## src/rtl/fetch_prefetch_unit.sv

```systemverilog
// Prefetching fetch stage: credit-limited imem requests, in-order response buffering
// with PC tags, and a decode-facing fetch queue that is flushed on redirect.
module fetch_prefetch_unit #(
    parameter int               XLEN            = 32,
    parameter int               INST_W          = 32,
    parameter logic [XLEN-1:0]  RESET_PC        = '0,
    parameter int               FQ_DEPTH        = 4,
    parameter int               MAX_OUTSTANDING = 2
) (
    input  logic                        clk,
    input  logic                        rst,
    input  logic                        stall_pipeline,
    input  logic                        redirect_valid,
    input  logic [XLEN-1:0]             redirect_pc,
    output logic                        imem_req_valid,
    input  logic                        imem_req_ready,
    output logic [XLEN-1:0]             imem_req_addr,
    input  logic                        imem_rsp_valid,
    input  logic [INST_W-1:0]           imem_rsp_data,
    output logic                        dec_valid,
    output logic [XLEN-1:0]             dec_pc,
    output logic [INST_W-1:0]           dec_inst,
    output logic [$clog2(FQ_DEPTH):0]   fq_count
);
    localparam int FQ_PW  = $clog2(FQ_DEPTH);
    localparam int CW     = FQ_PW + 1;
    localparam int TAG_PW = (MAX_OUTSTANDING > 1) ? $clog2(MAX_OUTSTANDING) : 1;
    localparam int OW     = $clog2(MAX_OUTSTANDING + 1);

    // Handshake: a request transfers on a cycle where imem_req_valid && imem_req_ready;
    // an unaccepted request may be withdrawn only by a redirect. Responses are in order,
    // one per accepted request, and are never back-pressured.

    logic [XLEN-1:0]   fetch_pc_q, fetch_pc_d;
    logic [OW-1:0]     outstanding_q, outstanding_d;
    logic [OW-1:0]     drop_cnt_q, drop_cnt_d;
    logic [CW-1:0]     count_q, count_d;
    logic [FQ_PW-1:0]  fq_wr_q, fq_wr_d, fq_rd_q, fq_rd_d;
    logic [XLEN-1:0]   fq_pc_q [FQ_DEPTH];
    logic [XLEN-1:0]   fq_pc_d [FQ_DEPTH];
    logic [INST_W-1:0] fq_inst_q [FQ_DEPTH];
    logic [INST_W-1:0] fq_inst_d [FQ_DEPTH];
    logic [TAG_PW-1:0] tag_wr_q, tag_wr_d, tag_rd_q, tag_rd_d;
    logic [XLEN-1:0]   tag_pc_q [MAX_OUTSTANDING];
    logic [XLEN-1:0]   tag_pc_d [MAX_OUTSTANDING];

    logic req_valid, accept, rsp_fire, rsp_keep, pop;

    function automatic logic [TAG_PW-1:0] tag_next(input logic [TAG_PW-1:0] p);
        return (p == TAG_PW'(MAX_OUTSTANDING - 1)) ? '0 : p + TAG_PW'(1);
    endfunction

    // Responses with nothing outstanding (e.g. left over from before a reset) are ignored.
    assign rsp_fire  = imem_rsp_valid && (outstanding_q != '0);
    assign rsp_keep  = rsp_fire && (drop_cnt_q == '0);
    assign req_valid = !rst && !redirect_valid
                       && (int'(outstanding_q) < MAX_OUTSTANDING)
                       && ((int'(count_q) + int'(outstanding_q)) < FQ_DEPTH);
    assign accept    = req_valid && imem_req_ready;
    assign pop       = dec_valid && !stall_pipeline;

    assign imem_req_valid = req_valid;
    assign imem_req_addr  = fetch_pc_q;
    assign fq_count       = count_q;
    assign dec_valid      = (count_q != '0);
    assign dec_pc         = dec_valid ? fq_pc_q[fq_rd_q] : '0;
    assign dec_inst       = dec_valid ? fq_inst_q[fq_rd_q] : '0;

    always_comb begin
        fetch_pc_d    = fetch_pc_q;
        outstanding_d = outstanding_q;
        drop_cnt_d    = drop_cnt_q;
        count_d       = count_q;
        fq_wr_d       = fq_wr_q;
        fq_rd_d       = fq_rd_q;
        fq_pc_d       = fq_pc_q;
        fq_inst_d     = fq_inst_q;
        tag_wr_d      = tag_wr_q;
        tag_rd_d      = tag_rd_q;
        tag_pc_d      = tag_pc_q;

        if (accept && !rsp_fire) begin
            outstanding_d = outstanding_q + OW'(1);
        end else if (!accept && rsp_fire) begin
            outstanding_d = outstanding_q - OW'(1);
        end

        if (redirect_valid) begin
            fetch_pc_d = {redirect_pc[XLEN-1:2], 2'b00};
            // Everything still in flight after this cycle belongs to the old path.
            drop_cnt_d = outstanding_d;
            count_d    = '0;
            fq_wr_d    = '0;
            fq_rd_d    = '0;
            tag_wr_d   = '0;
            tag_rd_d   = '0;
        end else begin
            if (accept) begin
                fetch_pc_d         = fetch_pc_q + XLEN'(4);
                tag_pc_d[tag_wr_q] = fetch_pc_q;
                tag_wr_d           = tag_next(tag_wr_q);
            end
            if (rsp_fire && (drop_cnt_q != '0)) begin
                drop_cnt_d = drop_cnt_q - OW'(1);
            end
            // Stale tags were flushed at the redirect, so only kept responses consume a tag.
            if (rsp_keep) begin
                fq_pc_d[fq_wr_q]   = tag_pc_q[tag_rd_q];
                fq_inst_d[fq_wr_q] = imem_rsp_data;
                fq_wr_d            = fq_wr_q + FQ_PW'(1);
                tag_rd_d           = tag_next(tag_rd_q);
            end
            if (pop) begin
                fq_rd_d = fq_rd_q + FQ_PW'(1);
            end
            if (rsp_keep && !pop) begin
                count_d = count_q + CW'(1);
            end else if (!rsp_keep && pop) begin
                count_d = count_q - CW'(1);
            end
        end
    end

    always_ff @(posedge clk or posedge rst) begin
        if (rst) begin
            fetch_pc_q    <= RESET_PC;
            outstanding_q <= '0;
            drop_cnt_q    <= '0;
            count_q       <= '0;
            fq_wr_q       <= '0;
            fq_rd_q       <= '0;
            fq_pc_q       <= '{default: '0};
            fq_inst_q     <= '{default: '0};
            tag_wr_q      <= '0;
            tag_rd_q      <= '0;
            tag_pc_q      <= '{default: '0};
        end else begin
            fetch_pc_q    <= fetch_pc_d;
            outstanding_q <= outstanding_d;
            drop_cnt_q    <= drop_cnt_d;
            count_q       <= count_d;
            fq_wr_q       <= fq_wr_d;
            fq_rd_q       <= fq_rd_d;
            fq_pc_q       <= fq_pc_d;
            fq_inst_q     <= fq_inst_d;
            tag_wr_q      <= tag_wr_d;
            tag_rd_q      <= tag_rd_d;
            tag_pc_q      <= tag_pc_d;
        end
    end

    always @(posedge clk) begin
        if (!rst) begin
            assert (!(imem_rsp_valid && (outstanding_q == '0)));
        end
    end
endmodule

```

## config.mk

```make
export PLATFORM = sky130hd
export DESIGN_NAME = fetch_prefetch_unit
export DESIGN_NICKNAME = d
export VERILOG_FILES = /design/src/rtl/fetch_prefetch_unit.sv
export SDC_FILE = /design/constraint.sdc
export NUM_CORES = 1
export LEC_CHECK = 0
export CAP_MARGIN = 15
export CORE_MARGIN = 1.5
export CORE_UTILIZATION = 35
export DETAILED_ROUTE_END_ITERATION = 8
export HOLD_SLACK_MARGIN = 0.03
export PLACE_DENSITY = 0.6
export SLEW_MARGIN = 10
export SYNTH_ARGS = -nofsm -noshare
export SYNTH_HDL_FRONTEND = slang
export SYNTH_SLANG_ARGS = --single-unit
```

## constraint.sdc

```tcl
create_clock -name clk -period 11.98 [get_ports clk]
set_input_delay 1.797 -clock clk [delete_from_list [all_inputs] [get_ports clk]]
set_output_delay 1.797 -clock clk [all_outputs]
set_load 0.1 [all_outputs]
```

==> results.yml, run 1 <==
run_status:
  status: "complete, no violations"
logic_synthesis:
  synth_top_area_share_pct: 55.2
  synth_top_area_cell: "dfrtp_1"
  syn_area_um2: 15900
  synth_cell_types: 55
  yosysWarningCount: 0
  seq_area_frac_synth_pct: 55.2
  synth-edff-count: 0
  synth_area_leaders: "dfrtp_1, mux2_1, mux4_2, nand2_1, o21ai_0"
  synth_seq_cells: 351
  avgSynthCellArea_um2: 12.6
  syn_inst: 1262
  async_flop_share_pct: 100
  synth_ff_type: "dfrtp_1"
layout:
  nets: 1476
  drive_gt1_share_pct: 11.7
  fillers: 4183
  final_cells: 2018
  area_growth_syn_to_layout_pct: 21.4
  final_util_pct: 43.4
  n_antenna_cell: 0
setup_path:
  cp.required_ps: 10180
  startpoint_type: "input pin"
  cp_slowest_cell: "clkdlybuf4s50_1"
  rrSetupSlack_ps: 8720
  end_kind: "primary output"
  crit_arrival_ps: 4020
  ff2ff_path_depth: 7
  timing.rr.start: "outstanding_q[0]"
  cp_max_fo: 4
  critical_path_class: "in2out"
  cpPeakStageDelay_ps: 1130
  path_common_cell: "clkdlybuf4s50_1"
  crit_chain: "clkdlybuf4s50_1, nor4_4, and3_1, clkdlybuf4s50_1"
  timing.rr.end: "fq_inst_q[72]"
timing:
  fin_crit_sh_pct: 48.6
  maxSlewHeadroom_pct: 24.3
  whs_ps: 474
  fin_setup_tns_ps: 0
  setup-violations-final: 0
  rsz0062_at_grt: "no"
  final_hold_viol_count: 0
  clock.fmax_ghz: 0.172
  tightestPinTransition_ps: 1130
  clock_skew_ps: 19.5
  drv_slew: 0
  fin_crit_ps: 5820
grt:
  busiest_layer: "met2"
  grt_util_met1_pct: 23.3
  gr-total-overflow: 0
  grt_pass1_wl_um: 61000
  grt_pass1_vias: 10700
  track_usage_pct: 16.5
  antenna_found_initial: 0
  gr-usage-met3_pct: 3.76
  grt_max_degree: 128
  grtUsageMet2_pct: 25.6
route:
  routed_via_density: 5.08
  first_pass_iters: 5
  wl_um: 37400
  vias: 10200
  wl_per_cell_um: 18.5
  ant_nets: 0
  initialDrtViolationCount: 711
  drc_errors: 0
power:
  p_per_area_nw_per_um2: 257
  vdd_drop_max_mv: 0.211
  p_leak_nw: 8.50
floorplanning:
  io_pins: 171
  fp.dieW_um: 216
  die_y_um: 216
  die-area_um2: 46800
  initial_utilization_pct: 35.8
  rows: 77
  core_area_um2: 44500
clock_tree:
  ctsResizeCount: 0
  cts.clk_slew.worst_paths_ps: 60
  root_buffer: "clkbuf_16"
  htree_levels: 2
  clock_sinks: 351
  cts_hold_buf: 0
  postCtsSetupBuffers: 0
  cts_max_path_buffers: 3
  clk-insertion-delay-late_ps: 550
  cts_buffers: 40
  cts_tree: "built"
hold_path:
  worstHoldStart: "fq_pc_q[112]"
  holdPathEnd: "fq_pc_q[112]"
  hold_path_class: "reg2reg"
  hold_path_depth: 2
place:
  place_congestion: 0.805
  dp.cells: 1947
  port_buffers: 164
  dpl.hpwl_um: 22900
job:
  drv_cap: 0
flip-flops by register name (all words and copies together), names as in the netlist, 2 cells and up:
signal	flops
fq_wr_q	2
fq_inst_q	128
imem_req_addr	30
drop_cnt_q	2
outstanding_q	2
fq_rd_q	2
fq_count	3
fq_pc_q	120
tag_pc_q	60
kinds of logic after synthesis:
kind of cell	count (synthesis)	share of synthesized area, %
AO/OA/AOI/OAI	176	6.04
XOR/XNOR	24	1.32
adder cells (fa/ha/maj)	9	0.755
buffers and inverters	104	2.76
flip-flops	351	55.2
multiplexers	281	24.0
other	1	0.0236
AND/OR/NAND/NOR	316	9.91
cell usage in the layout, fill, tap and decap left out, drive strengths merged, types with 2 or more instances in the layout:
cell,instances
a211oi,2
a21o,4
a21oi,3
a221o,3
a22oi,2
a31oi,2
a32oi,2
a41oi,2
and2,2
and3,5
buf,16
clkbuf,59
clkdlybuf4s50,163
clkinv,5
clkinvlp,4
conb,4
dfrtp,351
ha,8
inv,17
mux2,185
mux2i,34
mux4,62
nand2,166
nand3,13
nand4,19
nor2,26
nor2b,64
nor3,5
nor4,9
o21ai,148
o311ai,4
or4,2
xnor2,14
xor2,10
layer usage:
layer	vias to the layer above	wire [µm]
li1	4749	-
met1	5217	17800
met2	236	17000
met3	41	1920
met4	0	652
met5	-	0
metrics by stage:
step	setup WS, ps	power (W)	area, µm²
after global routing	5930	0.00523	19300
after global placement	6160	0.00381	18100
after floorplan	448	0.00332	15900
after CTS	6060	0.00504	19300
final	6160	0.00497	19300
after detailed placement	6160	0.00385	18100
power by group:
part           switching, W  leakage [nW]  internal, W
combinational       0.00145          3.23     0.000682
sequential         0.000192          4.68      0.00148
clock              0.000490         0.592     0.000674
total               0.00213          8.50      0.00283
final cells by class:
type                    count  area, µm²  area share, %
repair buffers            179       1750           9.05
inverters                  15       63.8          0.330
clock buffers              59       1120           5.81
clock inverters            12        114          0.589
flip-flops and latches    351       8790           45.5
well taps                 592        741           3.83
multi-input cells         810       6740           34.9
synthesized netlist by cell type (all sizes together), types with 3 or more instances:
cell type and n:
a21o 4, a21oi 3, a221o 3, and3 5, buf 32, clkbuf 57, dfrtp 351, ha 8
inv 15, mux2 185, mux2i 34, mux4 62, nand2 166, nand3 13, nand4 19, nor2 26
nor2b 64, nor3 5, nor4 9, o21ai 148, o311ai 4, xnor2 14, xor2 10
worst max path at each step:
stage / cells after the start / end / start
CTS: 4 / dec_pc[16] / fq_rd_q[0]
global placement: 4 / imem_req_valid / rst
floorplan: 1 / drop_cnt_q[0] / rst
global route: 4 / dec_pc[4] / fq_rd_q[0]
detailed placement: 4 / imem_req_valid / rst
finish: 4 / imem_req_valid / rst
worst max-delay path, delay by kind of cell:
kind | cells | cell delay [ps]
simple gates | 2 | 550
buf+inv | 2 | 1670
(Power assumes the default switching activity.)
==> run 2: changes to the inputs <==
--- a/config.mk
+++ b/config.mk
@@ -10,7 +10,7 @@
 export CORE_UTILIZATION = 35
 export DETAILED_ROUTE_END_ITERATION = 8
 export HOLD_SLACK_MARGIN = 0.03
-export PLACE_DENSITY = 0.6
+export PLACE_DENSITY = 0.58
 export SLEW_MARGIN = 10
 export SYNTH_ARGS = -nofsm -noshare
 export SYNTH_HDL_FRONTEND = slang
==> constraint.sdc (replaced) <==
create_clock -name clk -period 5.6 [get_ports clk]
set_input_delay 0.84 -clock clk [delete_from_list [all_inputs] [get_ports clk]]
set_output_delay 0.84 -clock clk [all_outputs]
set_load 0.1 [all_outputs]
==> results.yml, run 2 (same netlist as run 1, synthesis figures left out) <==
floorplanning:
  die_y_um: 216
  die-area_um2: 46800
  rows: 77
  fp.dieW_um: 216
  initial_utilization_pct: 35.8
  io_pins: 171
  core_area_um2: 44500
grt:
  track_usage_pct: 16.6
  gr-total-overflow: 0
  grt_pass1_vias: 10900
  grt_pass1_wl_um: 61800
  grt_max_degree: 99
  antenna_found_initial: 1
clock_tree:
  cts_tree: "built"
  clk-insertion-delay-late_ps: 550
  root_buffer: "clkbuf_16"
  cts_buffers: 40
  htree_levels: 2
  ctsResizeCount: 0
  clock_sinks: 351
  cts_hold_buf: 0
  cts.clk_slew.worst_paths_ps: 60
  cts_max_path_buffers: 3
  postCtsSetupBuffers: 0
place:
  placed_area_um2: 18200
  dpl.hpwl_um: 23900
  port_buffers: 164
  place_congestion: 0.756
route:
  wl_um: 37500
  drc_errors: 0
  routed_via_density: 5.07
  ant_nets: 0
  initialDrtViolationCount: 564
  wl_met2_um: 17000
  first_pass_iters: 4
  top_layer_used: "met4"
  vias: 10300
  wl_per_cell_um: 18.5
  wl_met3_um: 1870
  wl_met1_um: 17900
setup_path:
  cp_max_fo: 30
  startpoint_type: "register"
  rrSetupSlack_ps: 2460
  cp.required_ps: 4760
  crit_chain: "buf_4, mux4_2, nor2b_1, clkdlybuf4s50_1"
  critical_path_class: "reg2out"
  crit_arrival_ps: 3540
  cpPeakStageDelay_ps: 1010
  end_kind: "primary output"
  cp_slowest_cell: "clkdlybuf4s50_1"
timing:
  whs_ps: 474
  setup-violations-final: 0
  fin_setup_tns_ps: 0
  clock.fmax_ghz: 0.229
  maxSlewHeadroom_pct: 31.0
  tightestPinTransition_ps: 1030
  rsz0062_at_grt: "no"
  fin_crit_ps: 4380
  clock_skew_ps: 18.4
  final_hold_viol_count: 0
  fin_crit_sh_pct: 78.1
  drv_slew: 0
layout:
  final_area_um2: 19500
  reg_top3: "fq_inst_q x128, fq_pc_q x120, tag_pc_q x60"
  fillers: 4147
  final_common_cell: "dfrtp_1"
  n_antenna_cell: 0
  regMostFlops: "fq_inst_q"
  area_growth_syn_to_layout_pct: 22.3
  mostFrequentLayoutCells: "dfrtp_1, mux2_1, clkdlybuf4s50_1"
  final_util_pct: 43.7
  nets: 1482
  largest_reg_flops: 128
  drive_gt1_share_pct: 11.7
hold_path:
  hold_path_class: "reg2reg"
job:
  drv_cap: 0
power:
  p_clk_share_pct: 24.0
  p_leak_nw: 8.56
  power.share.sequential_pct: 33.4
  vdd_drop_max_mv: 0.500
  intPower_w: 0.00620
  p_per_area_nw_per_um2: 553
  sw_frac_of_total_pct: 42.3
  power_switching_w: 0.00455
  comb_power_share_pct: 42.6
run_status:
  status: "complete, no violations"
[run 2: cell types whose count changed in the layout (fill, tap and decap cells not counted), sizes merged]
cell,change
inv,-3
buf,+6
clkinv,-1
clkbuf,+4
clkinvlp,-3
bufinv,+2
[run 2: metal layers]
| metal | global-route usage [%] | vias to the layer above |
|---|---|---|
| met1 | 23.6 | 5202 |
| met2 | 25.8 | 239 |
| met3 | 3.64 | 54 |
| li1 | - | 4755 |
| met4 | 4.19 | 0 |
| met5 | 0 | - |
[run 2: path summary, 6_finish.rpt]
kind | start | end | cells after the start
hold / removal | fq_pc_q[99] | fq_pc_q[99] | 2
hold reg to reg | fq_pc_q[99] | fq_pc_q[99] | 2
setup reg to reg | outstanding_q[0] | fq_pc_q[23] | 8
max in group asynchronous | rst | fq_rd_q[1] | 3
min in group asynchronous | rst | fq_count[2] | 2
setup / recovery | fq_rd_q[0] | dec_inst[23] | 4
[run 2: power by group through the flow]
stage | Sequential, W | Combinational [W] | Clock [W]
after global routing | 0.00369 | 0.00487 | 0.00278
after global placement | 0.00361 | 0.00459 | 0
after detailed placement | 0.00364 | 0.00464 | 0
after floorplan | 0.00368 | 0.00341 | 0
after CTS | 0.00360 | 0.00465 | 0.00267
final | 0.00359 | 0.00459 | 0.00258
[run 2: layout make-up]
class / count / area, µm² / share of cell area (%)
Clock buffer: 63 / 1160 / 5.96
Clock inverter: 7 / 121 / 0.624
Inverter: 15 / 60.1 / 0.309
Multi-Input combinational cell: 810 / 6740 / 34.7
Sequential cell: 351 / 8790 / 45.2
Tap cell: 592 / 741 / 3.81
Timing Repair Buffer: 185 / 1840 / 9.48
[run 2: worst max-delay path: cells and delay by family (launching register included)]
family,cells,cell delay (ps)
flip-flops,1,850
multiplexers,1,540
AND/OR/NAND/NOR,1,150
buffers and inverters,2,1430
[run 2: stage by stage]
step / power [W] / cells / worst slack, ps
after floorplan: 0.00710 / 1265 / 59.6
after global placement: 0.00820 / 1953 / 1720
after detailed placement: 0.00829 / 1953 / 1700
after CTS: 0.0109 / 2023 / 1100
after global routing: 0.0113 / 2023 / 1010
final: 0.0108 / 2023 / 1220
==> run 3: changes to the inputs <==
==> constraint.sdc (replaced) <==
create_clock -name clk -period 4.3 [get_ports clk]
set_input_delay 0.645 -clock clk [delete_from_list [all_inputs] [get_ports clk]]
set_output_delay 0.645 -clock clk [all_outputs]
set_load 0.1 [all_outputs]
==> results.yml, run 3 (same netlist as run 1, synthesis figures left out) <==
run_status:
  status: "complete, no violations"
setup_path:
  cp_slowest_cell: "clkdlybuf4s50_1"
  path_delay_family: "buffers and inverters"
  crit_chain: "mux4_2, nor2b_1, clkdlybuf4s50_1"
  cp.required_ps: 3650
  cp_max_fo: 21
  startpoint_type: "register"
  cpPeakStageDelay_ps: 980
  crit_arrival_ps: 3060
  end_kind: "primary output"
  cp.buffers_inverters: 1
  critical_path_class: "reg2out"
route:
  vias: 10300
  wl_met1_um: 17600
  ant_nets: 0
  wl_met3_um: 1710
  routed_via_density: 5.07
  wl_met2_um: 17100
  wl_um: 37300
  wl_per_cell_um: 18.4
  initialDrtViolationCount: 605
  top_layer_used: "met4"
  first_pass_iters: 4
  drc_errors: 0
layout:
  multi_input_area_um2: 6740
  final_common_cell: "dfrtp_1"
  reg_top3: "fq_inst_q x128, fq_pc_q x120, tag_pc_q x60"
  drive_gt1_share_pct: 16.3
  final_util_pct: 43.7
  mostFrequentLayoutCells: "dfrtp_1, mux2_1, nand2_1"
  fillers: 4142
  n_antenna_cell: 0
  nets: 1490
  area_growth_syn_to_layout_pct: 22.2
  largest_reg_flops: 128
  regArea_um2: 8790
  regMostFlops: "fq_inst_q"
power:
  vdd_drop_max_mv: 0.663
  comb_power_share_pct: 42.5
  sw_frac_of_total_pct: 42.5
  power_switching_w: 0.00593
  p_per_area_nw_per_um2: 718
  intPower_w: 0.00803
  p_leak_nw: 8.74
  p_clk_share_pct: 24.1
  p_total_w: 0.0140
  power.share.sequential_pct: 33.4
clock_tree:
  ctsResizeCount: 0
  cts.clk_slew.worst_paths_ps: 60
  clock_sinks: 351
  htree_levels: 2
  clk-insertion-delay-late_ps: 540
  root_buffer: "clkbuf_16"
  cts_tree: "built"
  cts_hold_buf: 0
  postCtsSetupBuffers: 0
  cts_buffers: 40
  cts_max_path_buffers: 3
grt:
  grt_pass1_vias: 10800
  gr-total-overflow: 0
  track_usage_pct: 16.3
  antenna_found_initial: 0
  grt_max_degree: 131
  grt_pass1_wl_um: 60200
timing:
  fin_crit_sh_pct: 86.2
  maxSlewHeadroom_pct: 33.9
  fin_crit_ps: 3710
  tightestPinTransition_ps: 988
  clock_skew_ps: 12.9
  drv_slew: 0
  setup-violations-final: 0
  final_hold_viol_count: 0
  clock.fmax_ghz: 0.270
  whs_ps: 472
  fin_setup_tns_ps: 0
  layout_setup_ws_ps: 595
  rsz0062_at_grt: "no"
place:
  dpl.hpwl_um: 23900
  place_congestion: 0.788
  dp_slack_ps: 1110
  port_buffers: 164
floorplanning:
  die-area_um2: 46800
  fp.dieW_um: 216
  rows: 77
  initial_utilization_pct: 35.8
  die_y_um: 216
  core_area_um2: 44500
  io_pins: 171
hold_path:
  hold_path_class: "reg2reg"
job:
  drv_cap: 0
==> run 3: cell count changes in the layout (fill, tap and decap cells not counted), sizes merged <==
cell	previous run	this run
buf	22	81
clkdlybuf4s50	163	112
clkbuf	63	60
inv	14	16
bufinv	3	2
clkinv	4	3
clkinvlp	1	2
==> run 3: layout make-up <==
class	count	area share [%]
sequential	351	45.2
multi-input combinational	810	34.7
timing repair buffer	193	9.33
clock buffer	60	6.16
tap	592	3.81
clock inverter	8	0.515
inverter	15	0.309
==> run 3: worst paths after layout <==
check	from	end	slack, ps	cells past startpoint
min in group asynchronous	rst	imem_req_addr[12]	640	2
min	fq_pc_q[50]	fq_pc_q[50]	470	2
max in group asynchronous	rst	fq_inst_q[75]	2520	3
max	fq_rd_q[0]	dec_pc[17]	590	3
min reg2reg	fq_pc_q[50]	fq_pc_q[50]	470	2
max reg2reg	outstanding_q[0]	fq_pc_q[116]	1580	9
==> run 3: worst reg2reg max path, delay by kind of cell, from the launching register on <==
family	cells	cell delay, ps
simple gates	4	1330
fa+ha+maj	1	200
buf+inv	3	590
compound gates	1	90
flops	1	380
==> run 3: power by group through the flow <==
stage          registers, W  clock network, W  logic [W]
6_report            0.00466           0.00337    0.00593
5_1_grt             0.00478           0.00362    0.00631
4_1_cts             0.00467           0.00350    0.00604
3_5_place_dp        0.00472                 0    0.00603
3_3_place_gp        0.00467                 0    0.00596
2_1_floorplan       0.00480                 0    0.00445
==> run 3: layer usage <==
layer  vias to the layer above  GRT usage [%]
met3                        51           3.10
li1                       4760              -
met2                       251           25.8
met1                      5220           22.7
met4                         0           5.12
met5                         -              0
==> run 3: per-stage QoR <==
step                instances  area [µm²]
floorplan                1265       15900
global placement         1961       18100
detailed placement       1961       18100
CTS                      2029       19400
global route             2029       19400
finish                   2029       19400
